[src/rtl/pll_div_pkg.sv]
// Shared types and constants for the PLL feedback divider.
package pll_div_pkg;

    localparam int W_DEF    = 8;
    localparam int NDEF_DEF = 16;
    localparam int NMIN     = 2;

    typedef enum logic {
        IDLE = 1'b0,
        RUN  = 1'b1
    } div_state_t;

endpackage

[src/rtl/pll_div_ratio_reg.sv]
// Shadow ratio register with load/busy/ack handshake and sticky error flag.
module pll_div_ratio_reg
    import pll_div_pkg::*;
#(
    parameter int W    = W_DEF,
    parameter int NDEF = NDEF_DEF
) (
    input  logic         clk,
    input  logic         rst_n,
    input  logic         load,
    input  logic [W-1:0] n,
    input  logic         apply,
    output logic [W-1:0] nsh,
    output logic         busy,
    output logic         ack,
    output logic         err
);

    logic [W-1:0] nsh_q, nsh_d;
    logic         pend_q, pend_d;
    logic         ack_q, ack_d;
    logic         err_q, err_d;

    always_comb begin
        // NOTE: every signal gets a default before any branch so no latch can be inferred.
        nsh_d  = nsh_q;
        pend_d = pend_q;
        ack_d  = 1'b0;
        err_d  = err_q;

        if (apply && pend_q) begin
            pend_d = 1'b0;
            ack_d  = 1'b1;
        end

        // A pending ratio locks out new requests, including on the edge that applies it.
        if (load && !pend_q) begin
            if (n >= W'(NMIN)) begin
                nsh_d  = n;
                pend_d = 1'b1;
                err_d  = 1'b0;
            end else begin
                err_d  = 1'b1;
            end
        end
    end

    // NOTE: non-blocking assignments so every flop samples pre-edge values regardless of statement order.
    always_ff @(posedge clk or negedge rst_n) begin
        if (!rst_n) begin
            nsh_q  <= W'(NDEF);
            pend_q <= 1'b0;
            ack_q  <= 1'b0;
            err_q  <= 1'b0;
        end else begin
            nsh_q  <= nsh_d;
            pend_q <= pend_d;
            ack_q  <= ack_d;
            err_q  <= err_d;
        end
    end

    assign nsh  = nsh_q;
    assign busy = pend_q;
    assign ack  = ack_q;
    assign err  = err_q;

endmodule

[src/rtl/pll_fb_divider.sv]
// Programmable integer feedback divider: registered near-50% FB output plus period-start pulse.
module pll_fb_divider
    import pll_div_pkg::*;
#(
    parameter int W    = W_DEF,
    parameter int NDEF = NDEF_DEF
) (
    input  logic         CLK,
    input  logic         Resetn,
    input  logic         Enable,
    input  logic [W-1:0] N,
    input  logic         Load,
    output logic         Busy,
    output logic         Ack,
    output logic         Err,
    output logic         FB,
    output logic         FBP
);

    div_state_t   state_q, state_d;
    logic [W-1:0] cnt_q, cnt_d;
    logic [W-1:0] nact_q, nact_d;
    logic         fb_q, fb_d;
    logic         fbp_q, fbp_d;

    logic         apply;
    logic         busy;
    logic [W-1:0] nsh;
    logic [W:0]   half;
    logic [W:0]   cnt_inc;
    logic         wrap;

    pll_div_ratio_reg #(
        .W    (W),
        .NDEF (NDEF)
    ) u_ratio_reg (
        .clk   (CLK),
        .rst_n (Resetn),
        .load  (Load),
        .n     (N),
        .apply (apply),
        .nsh   (nsh),
        .busy  (busy),
        .ack   (Ack),
        .err   (Err)
    );

    // One extra bit keeps (Nact+1) from overflowing at the top of the ratio range.
    assign half    = ({1'b0, nact_q} + (W+1)'(1)) >> 1;
    assign cnt_inc = {1'b0, cnt_q} + (W+1)'(1);
    assign wrap    = (cnt_q == nact_q - W'(1));

    always_comb begin
        state_d = state_q;
        cnt_d   = cnt_q;
        nact_d  = nact_q;
        fb_d    = fb_q;
        fbp_d   = 1'b0;
        apply   = 1'b0;

        case (state_q)
            IDLE: begin
                cnt_d = '0;
                fb_d  = 1'b0;
                apply = busy;
                if (Enable) begin
                    state_d = RUN;
                    fb_d    = 1'b1;
                    fbp_d   = 1'b1;
                end
            end
            RUN: begin
                if (!Enable) begin
                    state_d = IDLE;
                    cnt_d   = '0;
                    fb_d    = 1'b0;
                end else if (wrap) begin
                    cnt_d = '0;
                    fb_d  = 1'b1;
                    fbp_d = 1'b1;
                    apply = busy;
                end else begin
                    cnt_d = cnt_inc[W-1:0];
                    fb_d  = (cnt_inc < half);
                end
            end
            default: state_d = IDLE;
        endcase

        if (apply) begin
            nact_d = nsh;
        end
    end

    always_ff @(posedge CLK or negedge Resetn) begin
        if (!Resetn) begin
            state_q <= IDLE;
            cnt_q   <= '0;
            nact_q  <= W'(NDEF);
            fb_q    <= 1'b0;
            fbp_q   <= 1'b0;
        end else begin
            state_q <= state_d;
            cnt_q   <= cnt_d;
            nact_q  <= nact_d;
            fb_q    <= fb_d;
            fbp_q   <= fbp_d;
        end
    end

    assign Busy = busy;
    assign FB   = fb_q;
    assign FBP  = fbp_q;

endmodule
[config.mk]
export PLATFORM = sky130hd
export DESIGN_NAME = pll_fb_divider
export DESIGN_NICKNAME = d
export VERILOG_FILES = /design/src/rtl/pll_div_pkg.sv /design/src/rtl/pll_div_ratio_reg.sv /design/src/rtl/pll_fb_divider.sv
export SDC_FILE = /design/constraint.sdc
export NUM_CORES = 1
export LEC_CHECK = 0
export CAP_MARGIN = 20
export CORE_ASPECT_RATIO = 1.2
export CORE_MARGIN = 1
export CORE_UTILIZATION = 56
export DETAILED_ROUTE_END_ITERATION = 12
export PLACE_DENSITY = 0.78
export SLEW_MARGIN = 5
export SYNTH_ARGS = -nofsm -noshare
export SYNTH_HDL_FRONTEND = slang
export SYNTH_SLANG_ARGS = --single-unit
[constraint.sdc]
create_clock -name CLK -period 2.93 [get_ports CLK]
set_clock_uncertainty 0.05 [all_clocks]
set_input_delay 0.4395 -clock CLK [delete_from_list [all_inputs] [get_ports CLK]]
set_output_delay 0.4395 -clock CLK [all_outputs]
set_load 0.05 [all_outputs]
==> results.cfg <==
[synthesis]
syn_area_sq_um = 1755
synth_async_sr_flop_share = 1.000
synth_commonest_cells = dfrtp_1, xor2_1, nand2_1, xnor2_1
postSynthNetCount = 180
synth_enable_flop_cells = 0
yosys_most_used_dff = dfrtp_1
synthesis.instances = 158
synth.yosys.warnings = 0
postSynthRegisterBits = 30
synth_largest_type_area_fraction = 0.3991
synth_sequential_area_ratio = 0.4291
synthTopCellsByArea = dfrtp_1, ha_1, mux2_4
synthesis.area_per_instance_sq_um = 11.11
synth_largest_area_cell = dfrtp_1
synth_cell_type_count = 34
synthMostInstantiatedCell = dfrtp_1

[cells_and_area]
area_growth_syn_to_layout_pct = 14.83
fin_cells = 214
fin_nets = 201
diodes = 0
final_layout_size_suffix_gt1_frac = 0.1667

[drt]
avgRoutedWirePerCell_microns = 15.41
overall_via_count_from_detail_route = 1230
dr.pass1.iters = 4
detail-route-antenna-nets = 0
detail_route.vias_per_cell = 5.748
drt_iter0_markers = 56
wl_microns = 3297
post-route-drc-count = 0

[timing]
worstMarginPinSlew_ps = 513.1
timing.final.max_slew_violations = 0
accumulated_negative_setup_slack_ps = 0
rsz_0062_raised_after_global_routing = no
timing.final.setup_violations = 0
max_freq_mhz = 373.4
hold_viol = 0
slew_headroom = 0.6580
fin_crit_ps = 2678
timing.final.crit_share = 0.9141

[clocking]
cts_setup_buffers = 0
clkTransAtPathRegs_ps = 100
ctsLongestPathBuffers = 2
tritoncts.num_buffers = 5
cts_tree = built
cts.hold.buffers_added = 0
ctsRootBufferMaster = clkbuf_4
insertion_delay_ps = 340
clock_sink_count = 30
ctsResizeCount = 0
htreeDepth = 2

[floorplanning]
floorplan.rows = 21
die_area_sq_um = 3363
die-width_microns = 53.11
pin_count = 17
start_util = 0.6074
placeableCoreArea_sq_um = 2890
floorplan.die.height_microns = 63.33

[placement]
placedCellCount = 206
dp.final_hpwl_microns = 2438
routabilityCongestion = 0.9092
placement.io_buffers = 16

[global_routing]
number_of_global_route_vias_before_repair = 1310
grtUsageTotal = 0.2475
antenna_violations_before_repair = 0
grt_remaining_overflow = 0
grt_first_pass_wirelength_microns = 5892
pin_count_of_the_biggest_net_entering_global_routing = 31

[power]
power.density_cell_area_nw_per_um2 = 816.9
total_leakage_power_nw = 0.9011
totalPowerFinal_mw = 1.647
peakVddDrop_mv = 0.5513

[critical_path]
critical_setup_path_kind = reg2reg
start_kind = register
cp_data_required_time_ps = 3100
critPathCaptureType = register
cp_cell_sequence = inv_1 -> ha_1 -> or3_1 -> o22ai_1 -> a22o_1 -> a41o_1 -> mux2_4
cp_num_buf_inv = 1
cp_max_fo = 9
crit_slowest_cell = a41o_1
arrival_ps = 2850
kind_of_cell_adding_the_most_delay_to_the_critical_path = compound AO/OA/AOI/OAI gates
worst_stage_delay_on_the_critical_path_ps = 520

[job]
max_cap_violations = 0

[run_status]
status = complete, no violations

[worst_hold_path]
worstHoldPathType = in2async
[layout make-up]
cell class / instances / area [sq um]
inverter: 4 / 15.01
clock buffer: 5 / 37.54
clock inverter: 3 / 40.04
tap: 34 / 42.54
multi-input combinational: 120 / 952.2
fill: 212 / 874.6
timing repair buffer: 18 / 175.2
sequential: 30 / 753.2
[report_power, final]
group          internal, mW  total, mW  switching, mW
registers             0.513      0.678          0.165
logic                 0.333      0.649          0.315
clock network         0.176      0.320          0.143
total                  1.02       1.65          0.624
[cell usage in the layout, fill, tap and decap left out, types with 3 or more instances in the layout]
cell type and count:
nor2_1 9, nand2_1 11, clkdlybuf4s50_1 16, mux2_4 8
xor2_1 13, inv_1 4, o21ai_0 3, xnor2_1 11
nand3_1 9, nor2b_1 10, mux2_2 7, nor3_1 5
clkbuf_4 5, dfrtp_1 28, ha_1 10
[path summary, 6_finish.rpt]
| path | startpoint | end | slack (ps) | cells past startpoint |
|---|---|---|---|---|
| max reg2reg | nact_q[0]$_DFFE_PN0P_ | nact_q[1]$_DFFE_PN0P_ | 250 | 7 |
| min reg2reg | u_ratio_reg.nsh[7]$_DFFE_PN0P_ | nact_q[7]$_DFFE_PN0P_ | 450 | 1 |
| max in group asynchronous | Resetn | u_ratio_reg.nsh[4]$_DFFE_PN1P_ | 2090 | 2 |
| min | Resetn | cnt_q[5]$_DFF_PN0_ | 420 | 2 |
| min in group CLK | u_ratio_reg.nsh[7]$_DFFE_PN0P_ | nact_q[7]$_DFFE_PN0P_ | 450 | 1 |
| max | nact_q[0]$_DFFE_PN0P_ | nact_q[1]$_DFFE_PN0P_ | 250 | 7 |
[metrics by stage]
stage	hold WS [ps]	setup WS, ps	util	instance area (sq um)
5_1_grt	458.5	105.8	0.6974	2016
6_report	424.5	251.8	0.6974	2016
4_1_cts	419.2	258.3	0.6974	2016
3_5_place_dp	443.1	324.5	0.6706	1938
3_3_place_gp	431.1	403.2	0.6706	1938
2_1_floorplan	93.91	673.0	-	1755
[cells by family (layout without fill, tap and decap cells)]
family,count (synthesis),count (layout),share of synthesized area
AOI/OAI and AO/OA,17,17,0.06700
xor gates and xnor gates,24,24,0.1197
adders and majority gates,10,10,0.07128
buffers and inverters,8,30,0.02851
DFF,30,30,0.4291
muxes,15,15,0.1133
and+or+nand+nor,54,54,0.1711
[per-layer routing]
metal	global-route usage	wire, microns	part of all wire
met1	0.3082	1471	0.45
met2	0.3813	1622	0.49
met3	0.07729	114	0.035
met4	0.1184	89	0.027
met5	0	0	0
[registers in the layout, summed over array words and instances, names as in the netlist]
register	count
u_ratio_reg.ack	1
FBP	1
u_ratio_reg.err	1
cnt_q	8
nact_q	8
u_ratio_reg.nsh	8
u_ratio_reg.busy	1
FB	1
state_q	1
Note: power is estimated with default switching activity, not from simulation.
